**config.mk**
```make
export PLATFORM = sky130hd
export DESIGN_NAME = mm_stream_port_flat
export DESIGN_NICKNAME = d
export VERILOG_FILES = /design/src/rtl/mm_stream_port_pkg.sv /design/src/rtl/mm_stream_port_if.sv /design/src/rtl/mm_stream_port.sv /design/src/flat_wrapper.sv
export SDC_FILE = /design/constraint.sdc
export NUM_CORES = 1
export LEC_CHECK = 0
export CELL_PAD_IN_SITES_DETAIL_PLACEMENT = 0
export CELL_PAD_IN_SITES_GLOBAL_PLACEMENT = 1
export CORE_MARGIN = 2
export CORE_UTILIZATION = 38
export DETAILED_ROUTE_END_ITERATION = 10
export PLACE_DENSITY_LB_ADDON = 0.1
export REMOVE_ABC_BUFFERS = 1
export SYNTH_ARGS = -nofsm -noshare
export SYNTH_HDL_FRONTEND = slang
export SYNTH_SLANG_ARGS = --single-unit
```
**constraint.sdc**
```tcl
create_clock -name clk -period 2.9 [get_ports clk]
set_input_delay 0.58 -clock clk [delete_from_list [all_inputs] [get_ports clk]]
set_output_delay 0.58 -clock clk [all_outputs]
set_load 0.005 [all_outputs]
```
**src/rtl/mm_stream_port_pkg.sv**
```systemverilog
// Shared constants, state encoding and slot addressing for mm_stream_port.
package mm_pkg;

  localparam int ELEM_W = 4;
  localparam int DIM    = 4;
  localparam int N      = DIM * DIM;
  localparam int PACK_W = N * ELEM_W;
  localparam int IDX_W  = $clog2(N);
  localparam int LSB_W  = $clog2(PACK_W);

  typedef enum logic [1:0] {
    LOAD_A  = 2'd0,
    LOAD_B  = 2'd1,
    COMPUTE = 2'd2,
    DRAIN   = 2'd3
  } mm_state_t;

  // Bit offset of row-major element idx inside a packed matrix word.
  function automatic logic [LSB_W-1:0] slot_lsb(input logic [IDX_W-1:0] idx);
    return LSB_W'(ELEM_W) * LSB_W'(idx);
  endfunction

endpackage

```
**src/rtl/mm_stream_port_if.sv**
```systemverilog
// Element-stream and multiplier-side signals of mm_stream_port.
// slave is the port block itself; master is whoever drives the streams
// and hosts the combinational multiplier.
interface mm_stream_port_if;
  import mm_pkg::*;

  logic              in_valid;
  logic              in_ready;
  logic [ELEM_W-1:0] in_data;
  logic [PACK_W-1:0] mm_a;
  logic [PACK_W-1:0] mm_b;
  logic [PACK_W-1:0] mm_o;
  logic              out_valid;
  logic              out_ready;
  logic [ELEM_W-1:0] out_data;
  logic              out_last;
  logic              busy;

  modport slave (
    input  in_valid, in_data, mm_o, out_ready,
    output in_ready, mm_a, mm_b, out_valid, out_data, out_last, busy
  );

  modport master (
    output in_valid, in_data, mm_o, out_ready,
    input  in_ready, mm_a, mm_b, out_valid, out_data, out_last, busy
  );

endinterface

```
**src/rtl/mm_stream_port.sv**
```systemverilog
// Streams A then B into packed operand words for the matrix multiplier,
// captures the packed product and streams it back out element by element.
//
//   state   | meaning
//   --------+-----------------------------------------------------------
//   LOAD_A  | accept N elements of A into mm_a, row-major
//   LOAD_B  | accept N elements of B into mm_b, row-major
//   COMPUTE | one cycle: register multiplier product into result register
//   DRAIN   | present result elements, advance on each output handshake
module mm_stream_port
  import mm_pkg::*;
(
  input logic             clk,
  input logic             reset,
  mm_stream_port_if.slave bus
);

  localparam logic [IDX_W-1:0] IDX_LAST  = IDX_W'(N - 1);
  localparam logic [IDX_W-1:0] IDX_PENUL = IDX_W'(N - 2);

  mm_state_t         r_state;
  logic [IDX_W-1:0]  r_idx;
  logic [PACK_W-1:0] r_mm_a;
  logic [PACK_W-1:0] r_mm_b;
  logic [PACK_W-1:0] r_res;
  logic              r_load;
  logic              r_out_valid;
  logic              r_out_last;
  logic              r_busy;

  logic [LSB_W-1:0]  w_lsb;
  logic              w_in_ready;
  logic              w_in_hs;
  logic              w_out_hs;
  logic              w_idx_last;

  // r_load is set during reset so in_ready rises as soon as reset releases;
  // gating with reset keeps it low while reset is held.
  assign w_lsb      = slot_lsb(r_idx);
  assign w_in_ready = r_load & reset;
  assign w_in_hs    = bus.in_valid & w_in_ready;
  assign w_out_hs   = r_out_valid & bus.out_ready;
  assign w_idx_last = (r_idx == IDX_LAST);

  assign bus.in_ready  = w_in_ready;
  assign bus.mm_a      = r_mm_a;
  assign bus.mm_b      = r_mm_b;
  assign bus.out_valid = r_out_valid;
  assign bus.out_data  = r_res[w_lsb +: ELEM_W];
  assign bus.out_last  = r_out_last;
  assign bus.busy      = r_busy;

  // Sequencing FSM with registered handshake/status outputs.
  always_ff @(posedge clk) begin
    if (!reset) begin
      r_state     <= LOAD_A;
      r_idx       <= '0;
      r_mm_a      <= '0;
      r_mm_b      <= '0;
      r_res       <= '0;
      r_load      <= 1'b1;
      r_out_valid <= 1'b0;
      r_out_last  <= 1'b0;
      r_busy      <= 1'b0;
    end else begin
      case (r_state)
        LOAD_A: begin
          if (w_in_hs) begin
            r_mm_a[w_lsb +: ELEM_W] <= bus.in_data;
            if (w_idx_last) begin
              r_idx   <= '0;
              r_state <= LOAD_B;
            end else begin
              r_idx <= r_idx + 1'b1;
            end
          end
        end
        LOAD_B: begin
          if (w_in_hs) begin
            r_mm_b[w_lsb +: ELEM_W] <= bus.in_data;
            if (w_idx_last) begin
              r_idx   <= '0;
              r_state <= COMPUTE;
              r_load  <= 1'b0;
              r_busy  <= 1'b1;
            end else begin
              r_idx <= r_idx + 1'b1;
            end
          end
        end
        COMPUTE: begin
          r_res       <= bus.mm_o;
          r_idx       <= '0;
          r_state     <= DRAIN;
          r_out_valid <= 1'b1;
          r_out_last  <= 1'b0;
        end
        DRAIN: begin
          if (w_out_hs) begin
            if (w_idx_last) begin
              r_idx       <= '0;
              r_state     <= LOAD_A;
              r_out_valid <= 1'b0;
              r_out_last  <= 1'b0;
              r_busy      <= 1'b0;
              r_load      <= 1'b1;
            end else begin
              r_idx      <= r_idx + 1'b1;
              r_out_last <= (r_idx == IDX_PENUL);
            end
          end
        end
        default: begin
          r_state <= LOAD_A;
          r_idx   <= '0;
        end
      endcase
    end
  end

endmodule

```
**src/flat_wrapper.sv**
```systemverilog
// flat-port wrapper written by rule: the top's interface ports become plain ports
module mm_stream_port_flat import mm_pkg::*;
  (clk, reset, bus_in_valid, bus_in_data, bus_mm_o, bus_out_ready, bus_in_ready, bus_mm_a, bus_mm_b, bus_out_valid, bus_out_data, bus_out_last, bus_busy);
  mm_stream_port_if bus_i ();
  input logic clk;
  input logic reset;
  input wire logic [$bits(bus_i.in_valid)-1:0] bus_in_valid;
  input wire logic [$bits(bus_i.in_data)-1:0] bus_in_data;
  input wire logic [$bits(bus_i.mm_o)-1:0] bus_mm_o;
  input wire logic [$bits(bus_i.out_ready)-1:0] bus_out_ready;
  output wire logic [$bits(bus_i.in_ready)-1:0] bus_in_ready;
  output wire logic [$bits(bus_i.mm_a)-1:0] bus_mm_a;
  output wire logic [$bits(bus_i.mm_b)-1:0] bus_mm_b;
  output wire logic [$bits(bus_i.out_valid)-1:0] bus_out_valid;
  output wire logic [$bits(bus_i.out_data)-1:0] bus_out_data;
  output wire logic [$bits(bus_i.out_last)-1:0] bus_out_last;
  output wire logic [$bits(bus_i.busy)-1:0] bus_busy;
  assign bus_i.in_valid = bus_in_valid;
  assign bus_i.in_data = bus_in_data;
  assign bus_i.mm_o = bus_mm_o;
  assign bus_i.out_ready = bus_out_ready;
  assign bus_in_ready = bus_i.in_ready;
  assign bus_mm_a = bus_i.mm_a;
  assign bus_mm_b = bus_i.mm_b;
  assign bus_out_valid = bus_i.out_valid;
  assign bus_out_data = bus_i.out_data;
  assign bus_out_last = bus_i.out_last;
  assign bus_busy = bus_i.busy;
  mm_stream_port u_core (.clk(clk), .reset(reset), .bus(bus_i));
endmodule
```
==> impl_results.md <==
- Nets: approximately 1,100
- Met3 Usage GRT: 0.0349
- Core area: around 22,000 um^2
- FF-to-FF path depth: 9
- Drc violations: 0
- Required @ worst endpoint: between 2 and 2.5 ns
- Dpl cells: between 1,000 and 1,500
- Maximum vdd drop: about 350 uV
- Hold Path End: u_core.bus.mm_a[6]$_SDFFE_PN0P_
- Worst setup SP type: register
- Layout Skew: between 0.01 and 0.015 ns
- P per Cell Area: around 510 nW/um^2
- Final period util: 0.973
- Global placement routability congestion: ~0.76
- Register area share after synthesis: 0.473
- Worst EP arrival: 2.24 ns
- Antenna violations before repair: 0
- Syn_area_per_cell: between 9 and 10 um^2
- Final ANT Viol Nets: 0
- Die ar.: 23,700 um^2
- HPWL after DPL: roughly 17,000 um
- Share of layout cells above drive strength 1: 0.0960
- Sequential power share: 0.461
- RR Endpoint: u_core.bus.mm_a[25]$_SDFFE_PN0P_
- Inserted Clock Buffers: 23
- Gate Count Post-Synth: roughly 860
- CTS H-tree lvls: 1
- First-pass DRT Iterations: 5
- Peak Freq: ~0.35 GHz
- Switching fraction of total power: 0.217
- I/O pin total: approximately 210
- Initial cell density of the core: 0.390
- Status: finished, final reports clean
- Internal power: between 4 and 5 mW
- Vias in the first global route: about 6,700
- Period minus WS final: 2.82 ns
- Met1 Use GR: 0.273
- Final Util: 0.536
- GR peak layer: met2
- HP Class: reg2reg
- Reg2reg start: u_core.r_idx[0]$_SDFFE_PN0P_
- Met2 Usage GRT: 0.324
- #FFs+latches synth: 202
- Clock Path Buffers: 3
- CP Capture Type: primary output
- # hold bufs at CTS: 0
- Library cells used by synthesis: 52
- Root Buffer Master: clkbuf_16
- DRT Wirelength: about 24,000 um
- Via count: 6,832
- RSZ-0062 raised after global routing: false
- Final Hold Vio Count: 0
- Start point of the worst hold path: u_core.bus.mm_a[6]$_SDFFE_PN0P_
- Critical path class: reg2out
- TritonCTS clock tree: yes
- CP Max Fanout: 6
- Antenna Cells: 0
- Ys flop type: dfxtp_1
- Max-cap violation count: 0
- Slew @ Worst Pin: around 0.85 ns
- Die height: approximately 150 um
- Post-DR vias/cell: ~5
- Sum Neg Setup Slack: 0 ns
- Clock sink total: 202
- DR WL/cell: roughly 18 um
- Combinational share of power: 0.055
- Die width: around 150 um
- Slew Viols, Final: 0
- Gr usage total: 0.198
- Finished Layout Cells: ~1,400
- Syn. warnings: 0
- Synth async-reset ratio: 0
- Largest net degree at the start of global routing: 90
- Cell taking the most area after synthesis: dfxtp_1
- First-pass GRT wire length: 37,800 um
- Post-synth EDFFs: 0
- Clock power frac: 0.484
- DRT iter0 DRCs: approximately 300
- Sw Pwr: between 1 and 1.5 mW
- Area growth syn-to-layout: 37.6%
- Reg clk slew, reported paths: approximately 0.06 ns
- Clock latency on the worst-skew pair: around 0.51 ns
- GR Overflow Total: 0
- Setup violators final: 0
- Synth top area share: 0.473
- Hold Path Stages: 2
- I/O Buffers: ~210
- R2r setup slk: around 0.3 ns
- Leakage power: 4.33 nW
- # rows: 54
- Ranking of synthesized cells by area: dfxtp_1 (47%), mux2i_1 (21%), nand2_1 (5.8%)
- Mapped Area: about 8600 um^2
- Max-slew headroom: 0.432
critical path, cell delays in order (launching register included):
cell           delay, ns
dfxtp_4             0.37
buf_8               0.13
mux4_2              0.50
a22o_1              0.22
a221o_1             0.26
dlygate4sd2_1       0.26
power groups by stage:
stage | Sequential, mW | Combinational [mW] | Clock, mW
floorplan | 2.86 | 0.0908 | 0
global placement | 2.84 | 0.320 | 0
detailed placement | 2.84 | 0.319 | 0
CTS | 2.78 | 0.335 | 3.00
global route | 2.78 | 0.357 | 3.09
finish | 2.78 | 0.333 | 2.92
synth_stat cells, drive strengths merged, types with 6 or more instances:
master	n
a21oi	15
and2	11
and3	11
buf	24
clkbuf	37
dfxtp	202
ha	10
inv	6
mux2i	178
mux4	16
nand2	132
nand2b	8
nand3	22
nand4	22
nor2	93
nor3	6
o31ai	9
state kept, by name, indices dropped and copies added, names as in the netlist:
signal	count
u_core.bus.out_last	1
u_core.bus.mm_a	64
u_core.r_res	64
u_core.r_state	2
u_core.bus.mm_b	64
u_core.bus.out_valid	1
u_core.r_load	1
u_core.r_idx	4
u_core.bus.busy	1
cell type report:
cell class,count,area [um^2]
sequential,202,4050
clock buffer,34,677
timing repair buffer,236,2350
inverter,6,22.5
tap,280,350
multi-input combinational,589,4230
clock inverter,6,88.8
fill,2038,10200
cell usage in the layout, fill, tap and decap left out, types with 6 or more instances in the layout:
master	instances
ha_1	9
nand2b_1	8
nand4_1	22
clkbuf_8	6
and3_1	11
o31ai_1	9
dfxtp_1	201
clkbuf_16	23
clkdlybuf4s50_1	202
a21oi_1	15
mux2i_1	178
nor2_1	86
buf_4	23
and2_1	11
nand2_1	132
nor2_2	6
nand3_1	22
mux4_2	16
logic make-up after synthesis:
group | synth area share
buf+inv | 0.0336
mux | 0.250
simple gates | 0.176
compound gates | 0.0486
xor+xnor | 0.00395
flops | 0.473
fa+ha+maj | 0.0146
timing repair:
item / 4_1_cts / 5_1_grt
gates resized for setup: 12 / 3
buffers inserted: 7 / 0
setup endpoints to repair: 4 / 4
gates cloned: 0 / 0
pin swaps: 1 / 1
per-stage QoR:
stage | area, um^2 | setup WS, ns | hold slack [ns] | power [mW]
floorplan | 8290 | -0.537 | 0.451 | 2.95
global placement | 10900 | 0.306 | 0.445 | 3.16
detailed placement | 10900 | 0.312 | 0.447 | 3.16
CTS | 11800 | -0.0170 | 0.460 | 6.11
global route | 11800 | 0.00229 | 0.475 | 6.23
finish | 11800 | 0.0789 | 0.454 | 6.04
metal layers:
metal,share of wire,vias to the layer above,wire [um]
met5,0,-,0
met4,0.018,0,418
met2,0.46,174,11000
li1,-,3401,-
met1,0.47,3227,11200
met3,0.047,30,1120
worst max path at each step:
stage	startpoint	to	depth (start not counted)
final	u_core.r_idx[0]$_SDFFE_PN0P_	bus_out_data[2]	5
after floorplan	u_core.r_state[0]$_SDFFE_PN0P_	u_core.r_idx[2]$_SDFFE_PN0P_	5
after global placement	u_core.r_idx[0]$_SDFFE_PN0P_	bus_out_data[0]	5
after global routing	u_core.r_idx[0]$_SDFFE_PN0P_	bus_out_data[1]	5
after detailed placement	u_core.r_idx[0]$_SDFFE_PN0P_	bus_out_data[0]	5
after CTS	u_core.r_idx[0]$_SDFFE_PN0P_	bus_out_data[0]	6
No activity file was read; power rests on OpenSTA's default activity.
==> variant: new RTL, same flow settings <==
The 4 states of `mm_state_t` get a one-hot encoding in 4 bits.
--- a/src/rtl/mm_stream_port_pkg.sv
+++ b/src/rtl/mm_stream_port_pkg.sv
@@ -10,7 +10,7 @@
 
-  typedef enum logic [1:0] {
-    LOAD_A  = 2'd0,
-    LOAD_B  = 2'd1,
-    COMPUTE = 2'd2,
-    DRAIN   = 2'd3
+  typedef enum logic [3:0] {
+    LOAD_A  = 4'b0001,
+    LOAD_B  = 4'b0010,
+    COMPUTE = 4'b0100,
+    DRAIN   = 4'b1000
   } mm_state_t;
Check against the original RTL: same outputs for any inputs over 4 cycles, from zero or initial values and one cycle with reset low; so few cycles prove little.
==> variant against the original RTL <==
Clock skew increased by 1.2 ps. Routed wire length increased by 14%. Final area increased by 2.4%. Total power decreased by 3.1%. Sequential cell count increased by 2. Worst setup slack got worse by 8.9 ps. Area after synthesis increased by 5.7%. Combinational power increased by 30%. Sequential share of layout area decreased by 0.46 points. Critical path type unchanged. Highest routed layer unchanged.
==> variant: results (changes against the original RTL) <==
Non-CTS buffers -> 249 (was 236)
Placed Area -> 11300 µm² (was 10900 µm²)
post-synthesis adder-cell area fraction -> 0.00692 (was 0.0146)
worst-path maximum fanout -> 5 (was 6)
inverter count -> 7 (was 6)
status -> completed (unchanged)
Total GRT Usage -> 0.212 (was 0.198)
signal buffers share of area -> 0.205 (was 0.200)
via count -> 8051 (was 6832)
initial drt markers -> 437 (was 309)
worst vdd ir -> 0.354 mV (was 0.347 mV)
Yosys cell types -> 61 (was 52)
DRT Wirelength -> 26900 µm (was 23700 µm)
Synth Area in Compound Gates -> 0.174 (was 0.0486)
Layout Nets -> 1270 (was 1140)
Syn-to-layout area delta -> 33.2% (was 37.6%)
reg2reg setup slack -> 280 ps (was 300 ps)
Placer Congestion -> 0.771 (was 0.763)
Cells after DPL -> 1484 (was 1306)
post-synthesis xor/xnor area fraction -> 0.00761 (was 0.00395)
vias in the first global route -> 7766 (was 6705)
P_comb -> 434 µW (was 333 µW)
switching share of power -> 0.230 (was 0.217)
Tcrit/Tclk final -> 0.976 (was 0.973)
layout cells sized above 1 -> 0.0982 (was 0.0960)
post-synthesis mux area share -> 0.0982 (was 0.250)
Clk pwr share -> 0.445 (was 0.484)
WHS -> 453 ps (was 454 ps)
ranking of synthesized cells by instance count -> 204 x dfxtp_1, 173 x nand2_1, 157 x a21oi_1, 66 x o21ai_0, 47 x clkbuf_1 (was 202 x dfxtp_1, 178 x mux2i_1, 132 x nand2_1, 86 x nor2_1, 37 x clkbuf_1)
Seq area share -> 0.339 (was 0.344)
Seq/Total Area, Yosys -> 0.452 (was 0.473)
variant: repair_timing:
| item | 4_1_cts | 5_1_grt |
|---|---|---|
| gates resized for setup | 6 | 5 |
| buffers inserted | 3 | 0 |
| endpoints found under the setup margin | 4 | 3 |
variant: final timing paths:
check,endpoint,from
worst max-delay path,bus_out_data[2],u_core.r_idx[0]$_SDFFE_PN0P_
worst min register to register,u_core.r_res[19]$_SDFFE_PN0P_,u_core.r_res[19]$_SDFFE_PN0P_
worst max register to register,u_core.bus.mm_b[56]$_SDFFE_PN0P_,u_core.r_idx[0]$_SDFFE_PN0P_
worst min-delay path,u_core.r_res[19]$_SDFFE_PN0P_,u_core.r_res[19]$_SDFFE_PN0P_
variant: routing by layer:
layer  track usage  part of all wire  vias to the layer above
li1              -                 -                     3993
met1         0.298              0.46                     3836
met2         0.346              0.47                      191
met3        0.0335             0.051                       31
met4        0.0450             0.017                        0
met5             0                 0                        -
variant: tightest hold or removal path: stages (launching register included):
cell and delay, ps:
dfxtp_1 300, nand2_1 50, a21oi_1 50
